### src/rtl/frame_dump_pkg.sv
// Shared types for the frame-window capture scheduler.
package frame_dump_pkg;
  localparam int CNTW_DEF = 32;
  localparam int LENW_DEF = 16;

  typedef enum logic [2:0] {
    IDLE       = 3'd0,
    WAIT_DL    = 3'd1,
    WAIT_START = 3'd2,
    CAPTURE    = 3'd3,
    DONE       = 3'd4
  } state_e;
endpackage

### src/rtl/frame_edge_cnt.sv
// Vsync falling-edge detect and download-gated frame counter.
module frame_edge_cnt
  import frame_dump_pkg::*;
#(
  parameter int CNTW = CNTW_DEF
) (
  input  logic            clk,
  input  logic            rst_n,
  input  logic            vs,
  input  logic            downloading,
  output logic            fe,
  output logic [CNTW-1:0] frame_cnt
);

  logic            vs_q;
  logic            fe_q;
  logic            fe_d;
  logic [CNTW-1:0] cnt_q;
  logic [CNTW-1:0] cnt_d;

  assign fe_d = vs_q & ~vs;

  always_comb begin
    cnt_d = cnt_q;
    if (downloading) begin
      cnt_d = '0;
    end else if (fe_q) begin
      cnt_d = cnt_q + CNTW'(1);
    end
  end

  always_ff @(posedge clk or negedge rst_n) begin
    if (!rst_n) begin
      vs_q  <= 1'b1;
      fe_q  <= 1'b0;
      cnt_q <= '0;
    end else begin
      vs_q  <= vs;
      fe_q  <= fe_d;
      cnt_q <= cnt_d;
    end
  end

  assign fe        = fe_q;
  assign frame_cnt = cnt_q;

endmodule

### src/rtl/frame_dump_sched.sv
// Capture-window scheduler: waits for download end and start frame,
// then issues one snapshot request per frame until len frames are acked.
module frame_dump_sched
  import frame_dump_pkg::*;
#(
  parameter int CNTW = CNTW_DEF,
  parameter int LENW = LENW_DEF
) (
  input  logic            clk,
  input  logic            rst_n,
  input  logic            vs,
  input  logic            downloading,
  input  logic [CNTW-1:0] cfg_start,
  input  logic [LENW-1:0] cfg_len,
  input  logic            arm,
  input  logic            abort,
  output logic [CNTW-1:0] frame_cnt,
  output logic            dump_on,
  output logic            snap_req,
  input  logic            snap_ack,
  output logic            done,
  output logic            overrun,
  output logic            busy
);

  state_e          state_q, state_d;
  logic [CNTW-1:0] start_q, start_d;
  logic [LENW-1:0] len_q, len_d;
  logic [LENW-1:0] rem_q, rem_d;
  logic            dump_q, dump_d;
  logic            req_q, req_d;
  logic            done_q, done_d;
  logic            ovr_q, ovr_d;
  logic            fe;
  logic [CNTW-1:0] cnt_inc;
  logic            ack_ok;

  frame_edge_cnt #(
    .CNTW(CNTW)
  ) u_edge (
    .clk        (clk),
    .rst_n      (rst_n),
    .vs         (vs),
    .downloading(downloading),
    .fe         (fe),
    .frame_cnt  (frame_cnt)
  );

  // Compare against the value the counter takes on this same edge.
  assign cnt_inc = frame_cnt + CNTW'(1);
  assign ack_ok  = snap_ack & req_q;

  always_comb begin
    state_d = state_q;
    start_d = start_q;
    len_d   = len_q;
    rem_d   = rem_q;
    dump_d  = dump_q;
    req_d   = req_q;
    done_d  = done_q;
    ovr_d   = ovr_q;
    if (abort) begin
      state_d = IDLE;
      dump_d  = 1'b0;
      req_d   = 1'b0;
    end else begin
      unique case (state_q)
        IDLE, DONE: begin
          if (arm) begin
            start_d = cfg_start;
            len_d   = cfg_len;
            done_d  = 1'b0;
            ovr_d   = 1'b0;
            state_d = WAIT_DL;
          end
        end
        WAIT_DL: begin
          if (!downloading) state_d = WAIT_START;
        end
        WAIT_START: begin
          if (downloading) begin
            state_d = WAIT_DL;
          end else if (fe && cnt_inc == start_q) begin
            if (len_q == '0) begin
              state_d = DONE;
              done_d  = 1'b1;
            end else begin
              state_d = CAPTURE;
              rem_d   = len_q;
              dump_d  = 1'b1;
              req_d   = 1'b1;
            end
          end
        end
        CAPTURE: begin
          if (downloading) begin
            state_d = WAIT_DL;
            dump_d  = 1'b0;
            req_d   = 1'b0;
          end else if (ack_ok && rem_q == LENW'(1)) begin
            state_d = DONE;
            rem_d   = '0;
            dump_d  = 1'b0;
            req_d   = 1'b0;
            done_d  = 1'b1;
          end else begin
            if (ack_ok) begin
              rem_d = rem_q - LENW'(1);
              req_d = 1'b0;
            end
            // An unacked request at a new frame is flagged, not re-issued.
            if (fe) begin
              if (req_q && !ack_ok) ovr_d = 1'b1;
              req_d = 1'b1;
            end
          end
        end
        default: state_d = IDLE;
      endcase
    end
  end

  always_ff @(posedge clk or negedge rst_n) begin
    if (!rst_n) begin
      state_q <= IDLE;
      start_q <= '0;
      len_q   <= '0;
      rem_q   <= '0;
      dump_q  <= 1'b0;
      req_q   <= 1'b0;
      done_q  <= 1'b0;
      ovr_q   <= 1'b0;
    end else begin
      state_q <= state_d;
      start_q <= start_d;
      len_q   <= len_d;
      rem_q   <= rem_d;
      dump_q  <= dump_d;
      req_q   <= req_d;
      done_q  <= done_d;
      ovr_q   <= ovr_d;
    end
  end

  assign dump_on  = dump_q;
  assign snap_req = req_q;
  assign done     = done_q;
  assign overrun  = ovr_q;
  assign busy     = (state_q != IDLE) && (state_q != DONE);

endmodule

### config.mk
export PLATFORM = sky130hd
export DESIGN_NAME = frame_dump_sched
export DESIGN_NICKNAME = d
export VERILOG_FILES = /design/src/rtl/frame_dump_pkg.sv /design/src/rtl/frame_edge_cnt.sv /design/src/rtl/frame_dump_sched.sv
export SDC_FILE = /design/constraint.sdc
export NUM_CORES = 1
export LEC_CHECK = 0
export CAP_MARGIN = 25
export CORE_ASPECT_RATIO = 0.7
export CORE_MARGIN = 1
export CORE_UTILIZATION = 40
export CTS_CLUSTER_SIZE = 30
export DETAILED_ROUTE_END_ITERATION = 8
export PLACE_DENSITY_LB_ADDON = 0.1
export SLEW_MARGIN = 20
export SYNTH_ARGS = -nofsm -noshare
export SYNTH_HDL_FRONTEND = slang
export SYNTH_SLANG_ARGS = --single-unit
### constraint.sdc
create_clock -name clk -period 3.5 [get_ports clk]
set_input_delay 1.05 -clock clk [delete_from_list [all_inputs] [get_ports clk]]
set_output_delay 1.05 -clock clk [all_outputs]
set_load 0.01 [all_outputs]
==> results by group, run 1 <==
Clock tree
  – # H-tree levels: 3
  – # clock sinks: 105
  – Num CTS Buffers: 9
  – CTS Hold Bufs: 0
  – TritonCTS clock tree: built
  – Clock latency on the worst-skew pair: 0.35 ns
  – Clock Path Buffers: 2
  – CTS root buf: clkbuf_16
  – CTS clk-pin slew, worst paths: 0.08 ns

Setup path
  – Crit-path cells: nand3_2 -> or4_1 -> nor3_1 -> xnor2_1 -> o2111ai_1 -> nor4_2 -> buf_4 -> nor2_1 -> o41ai_2
  – CP top delay family: simple AND/OR/NAND/NOR gates
  – Crit path largest cell delay: 0.73 ns
  – CP max FO: 8
  – Crit path DAT: 3.47 ns
  – Setup CP Type: flip-flop to flip-flop
  – CP max-delay cell: or4_1
  – Buf+Inv Stages, Crit Path: 1
  – Critical path endpoint category: flip-flop
  – CP required: 3.76 ns
  – Crit path launch type: flip-flop

Placement
  – Final GP Congestion: 0.860
  – Dpl hpwl: 12800 µm
  – Port bufs: 91

Die
  – Die outline height: 105 µm
  – Die width: 150 µm
  – Starting Density: 0.413
  – Core Area: 14800 µm²
  – # IOs: 92
  – Die area: 15800 µm²
  – Num rows: 37

Layout
  – Area of the multi-input gates: 3320 µm²
  – Register Area: 2630 µm²
  – Layout fillers: 1371
  – Share of layout cells above drive strength 1: 0.179
  – Area growth syn-to-layout: 26.2%
  – Ant diodes: 0
  – Final net count: 774

STA
  – # setup viols final: 0
  – Final max-slew violation count: 0
  – RSZ-0062 raised after global routing: false
  – Hold Vio Cnt, Final: 0
  – Fin Clk Skew: 0.00719 ns
  – Fmax: 0.311 GHz
  – Worst-margin pin slew: 0.976 ns
  – Final worst path period need: 3.22 ns
  – Rel. slew slack: 0.347
  – Setup TNS: 0 ns
  – Period utilization: 0.919

Synthesis
  – Unique masters post-synth: 65
  – Post-synthesis adder-cell area fraction: 0.00613
  – Avg Cell Area, Syn: 9.87 µm²
  – Synthesis Warnings: 0
  – Syn Nets: 678
  – Mux cell area share after synthesis: 0.0932
  – Synth Cell Area: 6120 µm²
  – #FFs+latches synth: 105
  – Synth top area share: 0.425
  – Area contributors post-synth: dfrtp_1 43%, mux2_2 8.8%, xnor2_1 5.2%, xor2_1 4.6%, nor2_1 3.8%
  – Area leader, netlist: dfrtp_1
  – Compound-Gate Fraction of Synth Area: 0.126
  – Top FF cell, synth: dfrtp_1
  – Largest family of logic cells by synthesized area: simple AND/OR/NAND/NOR gates
  – Post-synth EDFFs: 0
  – Sequential area share after synthesis: 0.429
  – Syn Inst Count: 620
  – Post-synth ARST share: 1.00
  – Simple-gate area share of the yosys netlist: 0.214
  – Xor/xnor share of the synthesized area: 0.0973

Detailed routing
  – DR vias/cell: 5.77
  – First-pass DRT Iterations: 5
  – Antenna-violating nets left: 0
  – DRC viols: 0
  – DR iter-0 viols: 442
  – DR WL/cell: 19.2 µm
  – Via count: 5284
  – WL final: 17600 µm

Power
  – Switching Share: 0.291
  – Switch Pwr: 0.000934 W
  – Worst VDD drop: 0.301 mV
  – Reg power frac: 0.470
  – Pwr dens: 416 nW/µm²
  – Internal: 0.00228 W
  – Clock Power Share: 0.337
  – Lkg Pwr: 2.99 nW
  – Total power: 0.00321 W
  – Combinational share of power: 0.193

Status
  – Status: finished, final reports clean

Worst hold path
  – Type of the worst min-delay path: flip-flop to flip-flop

Global routing
  – Gr usage total: 0.237
  – Vias in the first global route: 5120
  – First-pass GRT wire length: 28800 µm
  – Grt ovf: 0
  – Initial antenna violation count: 0
  – Pin count of the biggest net entering global routing: 71

Run
  – Max Cap Viol: 0
## state kept, by name (all words and copies together), names as in the netlist
| name | flops |
|---|---|
| done | 1 |
| dump_on | 1 |
| len_q | 16 |
| overrun | 1 |
| rem_q | 16 |
| snap_req | 1 |
| start_q | 32 |
| state_q | 3 |
| u_edge.fe | 1 |
| u_edge.frame_cnt | 32 |
| u_edge.vs_q | 1 |
## final timing paths
path | from | to | slack [ns] | cells after the start
max | u_edge.frame_cnt[12] | state_q[2] | 0.28 | 9
min | rem_q[15] | rem_q[15] | 0.50 | 1
min in group asynchronous | rst_n | start_q[17] | 0.65 | 1
min reg2reg | rem_q[15] | rem_q[15] | 0.50 | 1
max reg2reg | u_edge.frame_cnt[12] | state_q[2] | 0.28 | 9
max in group asynchronous | rst_n | u_edge.vs_q | 2.06 | 2
## synthesized netlist by cell type, drive strengths merged (2+ instances only)
cell and n:
a211oi 3, nor4 24, and2 4, nor3 26, o32ai 2, mux2 48
xor2 32, o21ai 22, or2 4, a21oi 27, o2111ai 3, or3 12
inv 9, o211ai 3, xnor2 36, nand4b 2, nand2 29, o2bb2ai 13
nor2 63, nand2b 5, nand3 27, buf 13, o22ai 6, dfrtp 104
a31o 2, or4 4, a31oi 2, ha 3, and3 8, a22oi 6
a311oi 3, mux2i 3, nor2b 5, clkbuf 23, a21boi 2, and4 5
nor4b 2, nand4 21
## layout make-up
type,instances,area share
Multi-Input combinational cell,470,0.430
Sequential cell,105,0.340
Timing Repair Buffer,121,0.153
Tap cell,195,0.0316
Clock buffer,9,0.0291
Clock inverter,7,0.0110
Inverter,9,0.00437
## cell families after synthesis
logic type | count (synthesis)
and+or+nand+nor | 243
AOI/OAI and AO/OA | 105
DFF | 105
xor gates and xnor gates | 68
muxes | 51
buffers and inverters | 45
adders and majority gates | 3
## power groups by stage
stage | clock [W] | sequential, W | combinational [W]
after floorplan | 0 | 0.00148 | 0.000418
after global placement | 0 | 0.00153 | 0.000607
after detailed placement | 0 | 0.00154 | 0.000620
after CTS | 0.00112 | 0.00151 | 0.000623
after global routing | 0.00116 | 0.00154 | 0.000680
final | 0.00108 | 0.00151 | 0.000619
## worst reg2reg max path: cells and delay by family (launching register included)
kind,cells,cell delay (ns)
flip-flops,1,0.55
AND/OR/NAND/NOR,5,1.67
XOR/XNOR,1,0.16
buffers and inverters,1,0.19
AO/OA/AOI/OAI,2,0.55
## per-stage QoR
step,util,cell area (µm²),std cells,setup WS (ns),hold slack (ns)
finish,0.522,7730,916,0.284,0.500
global route,0.522,7730,916,0.0190,0.514
CTS,0.517,7660,911,0.0765,0.501
detailed placement,0.496,7350,895,0.0904,0.478
global placement,0.496,7350,895,0.167,0.475
floorplan,-,6120,620,0.452,0.457
## per-layer routing
metal,part of all wire,track usage,wire (µm),vias up
li1,-,-,-,2466
met1,0.51,0.382,8940,2612
met2,0.41,0.317,7130,192
met3,0.077,0.0494,1360,14
met4,0.0084,0.0469,148,0
met5,0,0,0,-
## layout by cell type, fill, tap and decap left out, drive strengths merged, types with 8 or more instances in the layout
master and n:
dfrtp 104, clkdlybuf4s50 90, nor2 63, mux2 48, xnor2 36, xor2 32, buf 31, nand2 29
a21oi 27, nand3 27, nor3 26, nor4 24, o21ai 22, nand4 21, o2bb2ai 13, or3 12
inv 12, clkbuf 9, and3 8
## repair_timing
| item | 4_1_cts | 5_1_grt |
|---|---|---|
| gates resized for setup | 0 | 6 |
| setup endpoints to repair | 0 | 22 |
| endpoints found under the hold margin | 0 | 0 |
| setup buffers | 0 | 5 |
Note: power is estimated with default switching activity, not from simulation.
==> inputs of run 2 (changes only) <==
- CAP_MARGIN: 25 -> 20
==> results of run 2 <==
Final layout, timing and power as in run 1 (identical DEF).
==> inputs of run 3 (changes only) <==
- GPL_ROUTABILITY_DRIVEN: default -> 0
- clock period: 3.5 -> 4.1 ns (I/O delays scaled with it)
==> results by group, run 3 (synthesized netlist as in run 1, its figures left out) <==
Placement
  – Area post-placement: 7210 µm² (-1.8%)
  – Dpl hpwl: 12600 µm (-1.1%)
  – Port bufs: 91 (unchanged)
  – Dpl ws: 0.557 ns (+0.467 ns)

Detailed routing
  – DR WL/cell: 19.0 µm (-0.98%)
  – Via count: 5198 (-1.6%)
  – First-pass DRT Iterations: 5 (unchanged)
  – Antenna-violating nets left: 0 (unchanged)
  – WL final: 17100 µm (-2.9%)
  – DR iter-0 viols: 490 (+11%)
  – DR vias/cell: 5.79 (+0.34%)
  – DRC viols: 0 (unchanged)

Global routing
  – Grt ovf: 0 (unchanged)
  – Gr usage total: 0.226 (-0.0105)
  – Pin count of the biggest net entering global routing: 53 (-25%)
  – First-pass GRT wire length: 27500 µm (-4.2%)
  – Initial antenna violation count: 0 (unchanged)
  – Vias in the first global route: 5012 (-2.1%)

Die
  – Starting Density: 0.413 (unchanged)
  – # IOs: 92 (unchanged)
  – Die width: 150 µm (unchanged)
  – Die area: 15800 µm² (unchanged)
  – Die outline height: 105 µm (unchanged)
  – Num rows: 37 (unchanged)
  – Core Area: 14800 µm² (unchanged)

STA
  – Setup TNS: 0 ns (unchanged)
  – Worst-margin pin slew: 0.971 ns (-0.00528 ns)
  – Period utilization: 0.890 (-0.0292)
  – Fmax: 0.274 GHz (-12%)
  – Final worst setup slack: 0.452 ns (+0.168 ns)
  – Final worst path period need: 3.65 ns (+0.432 ns)
  – Hold Worst Slack: 0.495 ns (-0.00521 ns)
  – Hold Vio Cnt, Final: 0 (unchanged)
  – Rel. slew slack: 0.344 (-0.00319)
  – # setup viols final: 0 (unchanged)
  – Final max-slew violation count: 0 (unchanged)
  – Fin Clk Skew: 0.00959 ns (+0.00240 ns)
  – RSZ-0062 raised after global routing: false

Setup path
  – Crit path launch type: flip-flop
  – Setup CP Type: flip-flop to flip-flop
  – Crit path DAT: 3.88 ns (+0.41 ns)
  – CP max FO: 16 (+8)
  – CP required: 4.34 ns (+0.58 ns)
  – Critical path endpoint category: flip-flop

Clock tree
  – Clock Path Buffers: 2 (unchanged)
  – Clock latency on the worst-skew pair: 0.35 ns (about the same)
  – TritonCTS clock tree: built
  – Post-CTS Setup Repair Bufs: 0 (unchanged)
  – Num CTS Buffers: 9 (unchanged)
  – CTS clk-pin slew, worst paths: 0.08 ns (about the same)
  – CTS root buf: clkbuf_16
  – CTS Hold Bufs: 0 (unchanged)
  – # clock sinks: 105 (unchanged)
  – # H-tree levels: 3 (unchanged)
  – Post-CTS sizing: 0 (unchanged)

Layout
  – Ant diodes: 0 (unchanged)
  – Area growth syn-to-layout: 22.5%
  – Share of layout cells above drive strength 1: 0.151 (-0.0281)
  – Final instance area: 7500 µm² (-3.0%)
  – Layout Utilization: 0.506 (-0.0155)
  – Leading cell types in the layout, fill and taps excluded: 104 x dfrtp_1, 90 x clkdlybuf4s50_1, 61 x nor2_1
  – Final net count: 756 (-2.3%)
  – Commonest non-fill, non-tap cell in the layout: dfrtp_1

Worst hold path
  – Type of the worst min-delay path: flip-flop to flip-flop

Power
  – Lkg Pwr: 2.86 nW (-4.2%)
  – Pwr dens: 355 nW/µm² (-15%)
  – Worst VDD drop: 0.202 mV (-33%)

Status
  – Status: finished, final reports clean

Run
  – Max Cap Viol: 0 (unchanged)
==> run 3: changes by cell type in the layout (fill, tap and decap cells not counted), sizes merged <==
cell / change
buf: -18
bufinv: -1
inv: +1
==> run 3: routing by layer <==
layer | wire length [µm] | vias up | track usage | share of wire
met5 | 0 | - | 0 | 0
met4 | 263 | 0 | 0.0606 | 0.015
met3 | 1450 | 21 | 0.0545 | 0.085
met2 | 6860 | 227 | 0.305 | 0.40
met1 | 8480 | 2523 | 0.353 | 0.50
li1 | - | 2427 | - | -
==> run 3: area by class of cell <==
cell class / count / area (µm²)
Timing Repair Buffer: 103 / 1010
Clock buffer: 9 / 225
Fill cell: 1364 / 7320
Sequential cell: 105 / 2630
Tap cell: 195 / 244
Inverter: 9 / 33.8
Clock inverter: 7 / 60.1
Multi-Input combinational cell: 470 / 3290
==> run 3: report_power, final <==
part | switching [W] | total, W | internal [W]
clock | 0.000426 | 0.000851 | 0.000425
combinational | 0.000232 | 0.000520 | 0.000288
sequential | 0.000124 | 0.00129 | 0.00117
total | 0.000782 | 0.00266 | 0.00188
==> run 3: metrics by stage <==
step	power [W]	std cells
2_1_floorplan	0.00162	620
3_3_place_gp	0.00182	882
3_5_place_dp	0.00183	882
4_1_cts	0.00269	898
5_1_grt	0.00280	898
6_report	0.00266	898
==> run 3: path summary, 6_finish.rpt <==
| path | startpoint | to | slack [ns] | depth (start not counted) |
|---|---|---|---|---|
| max in group asynchronous | rst_n | start_q[14] | 2.35 | 2 |
| min in group asynchronous | rst_n | u_edge.frame_cnt[30] | 0.91 | 1 |
| worst max-delay path | u_edge.frame_cnt[7] | rem_q[3] | 0.45 | 9 |
| worst min-delay path | rem_q[14] | rem_q[14] | 0.49 | 1 |
| worst max register to register | u_edge.frame_cnt[7] | rem_q[3] | 0.45 | 9 |
| worst min register to register | rem_q[14] | rem_q[14] | 0.49 | 1 |
==> run 3: critical path, stage by stage, from the launching register on <==
cell	delay (ns)
dfrtp_1	0.51
nand4_1	0.45
nor4_1	0.86
a21oi_1	0.16
nor4_1	0.31
nand4_2	0.20
nor4_4	0.30
buf_4	0.26
nor2_4	0.16
a211o_1	0.32
